$ cat config.mk
export PLATFORM = sky130hd
export DESIGN_NAME = spi_slave_rx_mode3
export DESIGN_NICKNAME = d
export VERILOG_FILES = /design/src/rtl/spi_slave_rx_mode3.sv
export SDC_FILE = /design/constraint.sdc
export NUM_CORES = 1
export LEC_CHECK = 0
export ABC_AREA = 1
export CORE_MARGIN = 1.5
export CORE_UTILIZATION = 30
export CTS_CLUSTER_DIAMETER = 80
export DETAILED_ROUTE_END_ITERATION = 16
export PLACE_DENSITY_LB_ADDON = 0.3
export RECOVER_POWER = 100
export SYNTH_ARGS = -nofsm -noshare
export SYNTH_HDL_FRONTEND = slang
export SYNTH_SLANG_ARGS = --single-unit
$ cat constraint.sdc
create_clock -name In_clk -period 1.7 [get_ports In_clk]
set_input_delay 0.34 -clock In_clk [delete_from_list [all_inputs] [get_ports In_clk]]
set_output_delay 0.34 -clock In_clk [all_outputs]
set_load 0.01 [all_outputs]
$ cat src/rtl/spi_slave_rx_mode3.sv
// SPI mode-3 (CPOL=1, CPHA=1) receiver that oversamples cs_n/sclk/mosi with In_clk
// and recovers MSB-first words, flagging frames that end with a partial word.
module spi_slave_rx_mode3 #(
  parameter int DATA_WIDTH = 8
) (
  input  logic                  In_clk,
  input  logic                  In_rst_n,
  input  logic                  In_spi_cs_n,
  input  logic                  In_spi_sclk,
  input  logic                  In_spi_mosi,
  output logic [DATA_WIDTH-1:0] Out_rx_data,
  output logic                  Out_rx_valid,
  output logic                  Out_frame_err,
  output logic                  Out_busy
);

  localparam int CNT_W = (DATA_WIDTH > 2) ? $clog2(DATA_WIDTH) : 1;
  localparam logic [CNT_W-1:0] LAST_BIT = CNT_W'(DATA_WIDTH - 1);

  localparam logic [0:0] ST_IDLE   = 1'b0;
  localparam logic [0:0] ST_ACTIVE = 1'b1;

  // Synchroniser chains: metastability flop, sync flop, then history for edge detect.
  logic sclk_meta_q, sclk_sync_q, sclk_hist_q;
  logic cs_meta_q,   cs_sync_q,   cs_hist_q;
  logic mosi_meta_q, mosi_sync_q;

  logic sclk_rise, cs_fall, cs_rise;

  logic [0:0]            state_q,     state_d;
  logic [CNT_W-1:0]      bit_cnt_q,   bit_cnt_d;
  logic [DATA_WIDTH-1:0] shift_q,     shift_d;
  logic [DATA_WIDTH-1:0] rx_data_q,   rx_data_d;
  logic                  rx_valid_q,  rx_valid_d;
  logic                  frame_err_q, frame_err_d;

  // cs_n resets low so a chip select held low across reset release is not seen as a fall.
  always_ff @(posedge In_clk) begin
    if (!In_rst_n) begin
      sclk_meta_q <= 1'b1;
      sclk_sync_q <= 1'b1;
      sclk_hist_q <= 1'b1;
      cs_meta_q   <= 1'b0;
      cs_sync_q   <= 1'b0;
      cs_hist_q   <= 1'b0;
      mosi_meta_q <= 1'b0;
      mosi_sync_q <= 1'b0;
    end else begin
      // NOTE: non-blocking assignments let every flop sample the old value of its
      // predecessor, which is what makes this a shift chain rather than a wire.
      sclk_meta_q <= In_spi_sclk;
      sclk_sync_q <= sclk_meta_q;
      sclk_hist_q <= sclk_sync_q;
      cs_meta_q   <= In_spi_cs_n;
      cs_sync_q   <= cs_meta_q;
      cs_hist_q   <= cs_sync_q;
      mosi_meta_q <= In_spi_mosi;
      mosi_sync_q <= mosi_meta_q;
    end
  end

  assign sclk_rise = ~sclk_hist_q &  sclk_sync_q;
  assign cs_fall   =  cs_hist_q   & ~cs_sync_q;
  assign cs_rise   = ~cs_hist_q   &  cs_sync_q;

  always_comb begin
    // NOTE: every signal driven here gets a default first, so no path can
    // leave one unassigned and infer a latch.
    state_d     = state_q;
    bit_cnt_d   = bit_cnt_q;
    shift_d     = shift_q;
    rx_data_d   = rx_data_q;
    rx_valid_d  = 1'b0;
    frame_err_d = 1'b0;

    case (state_q)
      ST_IDLE: begin
        if (cs_fall) begin
          bit_cnt_d = '0;
          shift_d   = '0;
          state_d   = ST_ACTIVE;
        end
      end

      ST_ACTIVE: begin
        if (sclk_rise) begin
          shift_d = {shift_q[DATA_WIDTH-2:0], mosi_sync_q};
          if (bit_cnt_q == LAST_BIT) begin
            rx_data_d  = shift_d;
            rx_valid_d = 1'b1;
            bit_cnt_d  = '0;
          end else begin
            bit_cnt_d = bit_cnt_q + CNT_W'(1);
          end
        end
        // Judging the post-shift count lets a final bit coincident with cs_n rising complete cleanly.
        if (cs_rise) begin
          state_d = ST_IDLE;
          if (bit_cnt_d != '0) begin
            frame_err_d = 1'b1;
          end
        end
      end

      default: state_d = ST_IDLE;
    endcase
  end

  always_ff @(posedge In_clk) begin
    if (!In_rst_n) begin
      state_q     <= ST_IDLE;
      bit_cnt_q   <= '0;
      shift_q     <= '0;
      rx_data_q   <= '0;
      rx_valid_q  <= 1'b0;
      frame_err_q <= 1'b0;
    end else begin
      state_q     <= state_d;
      bit_cnt_q   <= bit_cnt_d;
      shift_q     <= shift_d;
      rx_data_q   <= rx_data_d;
      rx_valid_q  <= rx_valid_d;
      frame_err_q <= frame_err_d;
    end
  end

  assign Out_rx_data   = rx_data_q;
  assign Out_rx_valid  = rx_valid_q;
  assign Out_frame_err = frame_err_q;
  assign Out_busy      = (state_q == ST_ACTIVE);

endmodule
* Word-level counts from Yosys, hierarchy flattened
Cells that the tools add are included.
** Word-level totals
- Output and inout port bits :: 11
- Input bits :: 5
- Flip-flop bits (word level) :: 29
- Logic and storage cells :: 43
** Operators by class
- Bitwise gates (word level) :: 7
- Eq/ne operators :: 3
- Reductions and logical operators :: 5
- Mux-type cells :: 13
- $add $sub $neg :: 1
** Operators by type and width (count)
- $mux W7 :: 2
- $pmux W7 S2 :: 1
- $mux W3 :: 4
- $reduce_and A3 Y1 :: 3
- $pmux W3 S2 :: 1
- $mux W1 :: 4
- $ne A2 B2 Y1 const B :: 2
- $not A1 Y1 :: 4
- $add A3 B1 Y3 const B :: 1
- $and A1 B1 Y1 :: 3
- $eq A3 B3 Y1 const B :: 1
- $reduce_bool A3 Y1 :: 1
- $pmux W1 S2 :: 1
- $reduce_and A2 Y1 :: 1

* Longest topological paths before layout
Gate-level depths: netlist of the first run.
- Depth in word-level cells :: 6
- Depth in mapped cells :: 9
- Gate-level depth less buffers :: 9

* Worst setup path before layout of the first run
Ideal clock, no wire load.
- Kind :: register -> register
- Start :: register bit_cnt_q[0]
- End :: register frame_err_q, in the netlist Out_frame_err
- Path slack :: 0.527 ns
- Stages on the path, launching flop included :: 9
- Period minus slack after synthesis :: 1.173 ns
- Library setup time :: 0.109 ns
- Buffers on the path :: 0
- Data required time :: 1.591 ns
- Arrival :: 1.064 ns
- Cell sequence :: dfxtp_1 ha_1 ha_1 inv_1 nand3_1 nand2_1 nand3_1 nand2_1 inv_1
** Between the ends
- Cells in the longest elaborated chain, start to end :: 6
- Elaborated cells between the ends (all ways) :: 7
- Classes of those cells :: 1 x add/sub; 1 x eq/ne; 4 x mux; 1 x reduce/logical
** RTL lines
- start, declared :: line 31 : logic [CNT_W-1:0] bit_cnt_q, bit_cnt_d;
- start signal, assigned :: line 119 : bit_cnt_q <= bit_cnt_d;
- $add A3 B1 Y3 / $eq A3 B3 Y1 (equally long branches) :: line 93, 88
- $mux W3 :: line 88 : if (bit_cnt_q == LAST_BIT) begin
- $mux W3 * :: line 86 : if (sclk_rise) begin
- $mux W3 * :: line 76 : case (state_q)
- $reduce_bool A3 Y1 * :: line 99 : if (bit_cnt_d != '0) begin
- $mux W1 * :: line 99
- end signal, assigned :: line 123 : frame_err_q <= frame_err_d;
- end, declared :: line 35 : logic frame_err_q, frame_err_d;
Mark *: on every way between the ends. The rest lies on a longest branch, timed or not. The select of a mux whose other input is x is not followed.
A chain may end at the register's enable or synchronous reset.

* Worst setup path in the final report of the first run
- Start :: register rx_data_q[3], in the netlist Out_rx_data[3]
- End :: output Out_rx_data[3]
** RTL lines
- start, declared :: line 33 : logic [DATA_WIDTH-1:0] rx_data_q, rx_data_d;
- start signal, assigned :: line 121 : rx_data_q <= rx_data_d;
- end, declared :: line 11 : output logic [DATA_WIDTH-1:0] Out_rx_data,
No word-level cell between the ends.

==> metrics.txt, run 1 <==
worst clock skew=0.00743 ns; count of nets left with antenna violations after detail routing=0; worst-case headroom to the max-slew limit=53.9%; kind of start point of the critical path=register; number of endpoints with negative hold slack in the final report=0; fraction of the cycle the final worst path needs=94.5%; Final Power=1150 uW; sink count of the clock tree=29; estimated wirelength of the detail-placed design=1490 um; post-detailed-route DRC marker count=0; TNS Setup=0 ns; Async S/R FF share, synth=0%; final standard cell utilization of the core=38.9%; via-per-instance ratio=4.26; die boundary width=63.0 um; cells on worst reg2reg path=5; multi-input combinational cell area=388 um2; Critical path buffers and inverters=1; slowest CP cell=sky130_fd_sc_hd__dlygate4sd3_1; number of buffers inserted by hold repair at cts=0; nets=166; worst hold path type=register to register; worst supply voltage drop on vdd=0.514 mV; first-pass detailed-route iteration total=4; # IOs=16; number of global-route vias before repair=822; Port Buffer Count=15; biggest area contributors in the synthesized netlist=sky130_fd_sc_hd__dfxtp_1 (54%), sky130_fd_sc_hd__nand2_1 (15%), sky130_fd_sc_hd__nand3_1 (7.9%); fillcell total=352; total global-route track usage=12.2%; Sequential Area=581 um2; area added between synthesis and finish=22.1%; slack of the critical path=0.0943 ns; count of cells along the worst hold path=2; max-slew violation count=0; leakage power=0.000623 uW; crit path cell chain=dlygate4sd3_1; Num CTS Buffers=5; clock insertion delay at the later pin of the skew report=0.32 ns; flip-flop count of the largest register, all copies and words added=8; post-cts repair resize count=0; clk root buf=sky130_fd_sc_hd__clkbuf_4; category of cells accounting for the largest share of critical-path delay=buffers and inverters; number of stages on the worst setup path=1; Max stage delay on crit path=0.61 ns; Register-to-Register Setup Slack=0.26 ns; largest area contributor in the synthesized netlist=sky130_fd_sc_hd__dfxtp_1; share of the synthesized area in the top cell type=53.8%; CP Max Fanout=2; Die Span Y=63.0 um; required time at the endpoint of the critical path=1.36 ns; number of register bits inferred by synthesis=29; setup bufs post-CTS=0; clock transition at the register clock pins on the worst setup and hold paths after CTS=0.08 ns; CTS Buffer Depth=2; arrival time of the worst setup path=1.27 ns; syn avg cell area=7.82 um2; number of synthesized flops with an enable pin=0; routability congestion estimate from global placement=0.893; starting density of the core=31.9%; floorplan core area=0.00339 mm2; cell count after synthesis=138; share of final-layout standard cells stronger than drive strength 1=6.29%; detail-routed net length per standard cell=10.1 um; Tmin final=1.61 ns; Overflow after GRT=0; antenna violations before repair=0; start-to-end type of the worst setup path=register to output port; Yosys warning count=0; largest net degree at the start of global routing=17; maximum achievable frequency=623 MHz; wirelength, routed=2060 um; post-synthesis instance area=0.00108 mm2; area of the die=0.00397 mm2; vias after detailed routing=874; count leader, synth=sky130_fd_sc_hd__nand2_1; Cell Pwr Density=870 mW/mm2; Post-Syn Nets=145; result of the run=finished clean; top post-synthesis cells by count=sky130_fd_sc_hd__nand2_1 (44), sky130_fd_sc_hd__dfxtp_1 (29), sky130_fd_sc_hd__inv_1 (19); unrepaired setup endpoints after global routing=false; Iteration-0 DRC Markers=47; Ant. Diodes=0; post-placement worst setup slack=0.252 ns; primary flip-flop cell chosen by synthesis mapping=sky130_fd_sc_hd__dfxtp_1; Max-Cap Viols=0; Netlist cell types=15; CTS tree=done; Cell Rows=21; maximum level of the CTS H-tree=2; Seq/Total Area, Yosys=53.8%; type of destination of the critical path=output port; first-pass GRT wire length=3710 um; actual transition at the worst max-transition pin=0.691 ns; Finish-stage setup viols=0
==> worst paths after layout <==
| kind | from | endpoint |
|---|---|---|
| worst min-delay path | mosi_meta_q | mosi_sync_q |
| worst max register to register | sclk_sync_q | Out_rx_data[0] |
| worst max-delay path | Out_rx_data[3] | Out_rx_data[3] |
| worst min register to register | mosi_meta_q | mosi_sync_q |
==> cells by family (layout without fill, tap and decap cells) <==
| group | Yosys count | in the layout | synth area share (%) |
|---|---|---|---|
| AND/OR/NAND/NOR | 72 | 72 | 29.7 |
| buffers and inverters | 23 | 44 | 8.46 |
| adder cells (fa/ha/maj) | 2 | 2 | 2.32 |
| AO/OA/AOI/OAI | 12 | 12 | 5.79 |
| flip-flops | 29 | 29 | 53.8 |
==> per-layer routing <==
| layer | vias to the layer above | track usage, % | wire (um) |
|---|---|---|---|
| li1 | 468 | - | - |
| met1 | 380 | 14.6 | 1020 |
| met2 | 18 | 18.5 | 887 |
| met3 | 8 | 3.96 | 96 |
| met4 | 0 | 8.33 | 63 |
| met5 | - | 0 | 0 |
==> stage by stage <==
step                area (um2)  hold WS (ns)  cells
finish                    1320         0.416    205
detailed placement        1290         0.400    198
global placement          1290         0.393    198
global route              1320         0.435    205
floorplan                 1080         0.390    138
CTS                       1340         0.420    205
==> layout make-up <==
| type | instances | share of cell area (%) |
|---|---|---|
| Sequential cell | 29 | 44.0 |
| Multi-Input combinational cell | 86 | 29.4 |
| Timing Repair Buffer | 17 | 12.2 |
| Inverter | 20 | 5.79 |
| Tap cell | 46 | 4.36 |
| Clock buffer | 7 | 4.17 |
==> tightest hold or removal path, stage by stage, from the launching register on <==
cell and delay (ns):
sky130_fd_sc_hd__dfxtp_1 0.31, sky130_fd_sc_hd__nand2_1 0.05, sky130_fd_sc_hd__inv_1 0.04
==> power breakdown <==
group | leakage, uW | internal (uW) | switching (uW)
Clock | 0.0000314 | 195 | 220
Combinational | 0.000357 | 18.1 | 23.3
Sequential | 0.000235 | 687 | 4.65
Total | 0.000623 | 900 | 248
==> placed cells by master (no fill, tap or decap) <==
cell type and n:
sky130_fd_sc_hd__a21oi_1 7, sky130_fd_sc_hd__and3_1 1, sky130_fd_sc_hd__buf_4 1, sky130_fd_sc_hd__clkbuf_1 2, sky130_fd_sc_hd__clkbuf_4 5, sky130_fd_sc_hd__clkbuf_8 1
sky130_fd_sc_hd__clkdlybuf4s50_1 11, sky130_fd_sc_hd__clkinv_2 1, sky130_fd_sc_hd__dfxtp_1 29, sky130_fd_sc_hd__dlygate4sd3_1 4, sky130_fd_sc_hd__ha_1 2, sky130_fd_sc_hd__inv_1 19
sky130_fd_sc_hd__nand2_1 44, sky130_fd_sc_hd__nand3_1 18, sky130_fd_sc_hd__nor2_1 7, sky130_fd_sc_hd__o21ai_0 4, sky130_fd_sc_hd__o21bai_1 1, sky130_fd_sc_hd__or2_2 2
No activity file was read; power rests on OpenSTA's default activity.
==> run 2, diff against run 1 <==
--- a/config.mk
+++ b/config.mk
@@ -15,3 +15,4 @@
 export SYNTH_ARGS = -nofsm -noshare
 export SYNTH_HDL_FRONTEND = slang
 export SYNTH_SLANG_ARGS = --single-unit
+export TNS_END_PERCENT = 20
==> results of run 2 <==
No change in the layout: final DEF, timing and power equal those of run 1.
==> run 3, diff against run 2 <==
--- a/config.mk
+++ b/config.mk
@@ -6,12 +6,13 @@
 export NUM_CORES = 1
 export LEC_CHECK = 0
 export ABC_AREA = 1
-export CORE_MARGIN = 1.5
+export CAP_MARGIN = 20
 export CORE_UTILIZATION = 30
 export CTS_CLUSTER_DIAMETER = 80
 export DETAILED_ROUTE_END_ITERATION = 16
 export PLACE_DENSITY_LB_ADDON = 0.3
 export RECOVER_POWER = 100
+export REMOVE_ABC_BUFFERS = 1
 export SYNTH_ARGS = -nofsm -noshare
 export SYNTH_HDL_FRONTEND = slang
 export SYNTH_SLANG_ARGS = --single-unit
==> run 3 against run 2 <==
Via count increased by 3.7%. Register-to-register slack worse by 0.04 ns. Count of clock-buffer cells in the layout unchanged. Clock skew grew 0.0031 ns. Sequential share of layout area is 0.81 points lower. Final cell count increased by 0.49%. Critical path depth unchanged. First-iteration DRC count down 51%. Core utilization increased by 0.81 points. Hold slack better by 0.0055 ns. Clock power increased by 42%. Maximum frequency decreased by 0.18%. Largest power group unchanged. Highest routed layer unchanged.
==> metrics.txt, run 3 (same netlist as run 1, synthesis figures left out) <==
vias after detailed routing=906 (+3.7%); starting density of the core=31.9% (unchanged); endpoint of the worst register-to-register path=Out_rx_data[7]; number of buffers inserted by hold repair at cts=0 (unchanged); antenna violations before repair=0 (unchanged); category of cells accounting for the largest share of critical-path delay=buffers and inverters; flip-flop count of the largest register, all copies and words added=8 (unchanged); Num CTS Buffers=5 (unchanged); via-per-instance ratio=4.40 (+3.2%); crit path cell chain=dlygate4sd3_1; post-cts repair resize count=0 (unchanged); Port Buffer Count=15 (unchanged); actual transition at the worst max-transition pin=0.384 ns (-0.307 ns); sink count of the clock tree=29 (unchanged); commonest cells after routing, fill and taps aside=sky130_fd_sc_hd__nand2_1 (44), sky130_fd_sc_hd__dfxtp_1 (28), sky130_fd_sc_hd__inv_1 (19); nets=166 (unchanged); CTS Buffer Depth=2 (unchanged); slack of the critical path=0.0914 ns (-0.00288 ns); CTS tree=done; largest net degree at the start of global routing=12 (-5); floorplan core area=0.00339 mm2 (unchanged); clk root buf=sky130_fd_sc_hd__clkbuf_4; post-placement worst setup slack=0.275 ns (+0.0233 ns); area added between synthesis and finish=24.7%; Register-to-Register Setup Slack=0.22 ns (-0.04 ns); clock transition at the register clock pins on the worst setup and hold paths after CTS=0.09 ns (about the same); leading cell type in the layout, fill and taps excluded=sky130_fd_sc_hd__nand2_1; required time at the endpoint of the critical path=1.36 ns (about the same); first-pass GRT wire length=3400 um (-8.2%); clock insertion delay at the later pin of the skew report=0.32 ns (about the same); Overflow after GRT=0 (unchanged); wirelength, routed=2020 um (-2.2%); # IOs=16 (unchanged); leakage power=0.000645 uW (+3.4%); endpoint of the worst hold-timing path=cs_sync_q; Iteration-0 DRC Markers=23 (-51%); fillcell total=360 (+2.3%); Critical R2R Launch=sclk_sync_q; total global-route track usage=12.9% (+0.66 points); unrepaired setup endpoints after global routing=false; type of destination of the critical path=output port; worst supply voltage drop on vdd=0.468 mV (-8.9%); Critical path buffers and inverters=1 (unchanged); area of the die=0.00384 mm2 (-3.1%); startpoint of the tightest hold check path=cs_meta_q; met3 Resource Use GR=4.35% (+0.38 points); most used routing layer in global routing=met2; Sequential Area=582 um2 (+0.22%); kind of start point of the critical path=register; Cell Pwr Density=981 mW/mm2 (+13%); worst clock skew=0.0105 ns (+0.00309 ns); fraction of the cycle the final worst path needs=94.6% (+0.17 points); start-to-end type of the worst setup path=register to output port; share of final-layout standard cells stronger than drive strength 1=6.88% (+0.59 points); routability congestion estimate from global placement=0.681 (-24%); Finish-stage setup viols=0 (unchanged); result of the run=finished clean; maximum level of the CTS H-tree=2 (unchanged); Tmin final=1.61 ns (+0.00288 ns); Cell Rows=21 (unchanged); max-slew violation count=0 (unchanged); maximum achievable frequency=622 MHz (-0.18%); cells on worst reg2reg path=5 (unchanged); post-detailed-route DRC marker count=0 (unchanged); TNS Setup=0 ns (unchanged); number of endpoints with negative hold slack in the final report=0 (unchanged); arrival time of the worst setup path=1.27 ns (about the same); worst hold path type=register to register; count of cells along the worst hold path=2 (unchanged); Max-Cap Viols=0 (unchanged); setup bufs post-CTS=0 (unchanged); CP Max Fanout=2 (unchanged); Die Span Y=62.0 um (-1.6%); multi-input combinational cell area=388 um2 (unchanged); detail-routed net length per standard cell=9.80 um (-2.7%); Max stage delay on crit path=0.60 ns (about the same); met2 layer usage reported by global route=20.8% (+2.3 points); GR met1 Demand/Resource=14.7% (+0.11 points); number of global-route vias before repair=802 (-2.4%); die boundary width=62.0 um (-1.6%); count of nets left with antenna violations after detail routing=0 (unchanged); worst-case headroom to the max-slew limit=74.4% (+20 points); first-pass detailed-route iteration total=4 (unchanged); slowest CP cell=sky130_fd_sc_hd__dlygate4sd3_1; estimated wirelength of the detail-placed design=1540 um (+3.8%); Ant. Diodes=0 (unchanged)
run 3: per-stage QoR:
stage / cells / util, % / area (um2) / hold slack (ns) / total power [uW]
3_3_place_gp: 198 / 38.0 / 1290 / 0.396 / 751
5_1_grt: 206 / 39.7 / 1350 / 0.457 / 1370
3_5_place_dp: 198 / 38.0 / 1290 / 0.401 / 753
6_report: 206 / 39.7 / 1350 / 0.422 / 1320
4_1_cts: 206 / 40.5 / 1370 / 0.424 / 1340
2_1_floorplan: 135 / - / 1060 / 0.390 / 727
run 3: worst max path at each step:
stage | startpoint | end | slack, ns | depth (start not counted)
3_5_place_dp | In_rst_n | bit_cnt_q[2] | 0.28 | 5
6_report | Out_rx_data[6] | Out_rx_data[6] | 0.09 | 1
2_1_floorplan | bit_cnt_q[0] | Out_frame_err | 0.53 | 8
5_1_grt | sclk_sync_q | Out_rx_data[7] | 0.04 | 5
3_3_place_gp | In_rst_n | sclk_sync_q | 0.31 | 3
4_1_cts | Out_busy | Out_busy | 0.005 | 1
run 3: worst register-to-register path, delay by kind of cell (launching register included):
kind,cells,cell delay (ns)
buf+inv,1,0.19
flops,1,0.41
simple gates,4,0.77
run 3: per-layer routing:
layer / wire length (um) / vias up
li1: - / 468
met1: 916 / 411
met2: 964 / 20
met3: 90 / 7
met4: 49 / 0
met5: 0 / -
run 3: cell type report:
cell class	instances	area share, %
Tap cell	46	4.28
Clock buffer	7	4.09
Sequential cell	29	43.2
Inverter	20	5.67
Multi-Input combinational cell	86	28.8
Clock inverter	1	2.23
Timing Repair Buffer	17	11.7
run 3: power breakdown:
group | switching (uW) | total, uW | leakage, uW | internal (uW)
combinational | 23.1 | 40.4 | 0.000364 | 17.3
sequential | 4.87 | 693 | 0.000236 | 688
clock | 236 | 587 | 0.0000455 | 351
total | 264 | 1320 | 0.000645 | 1060
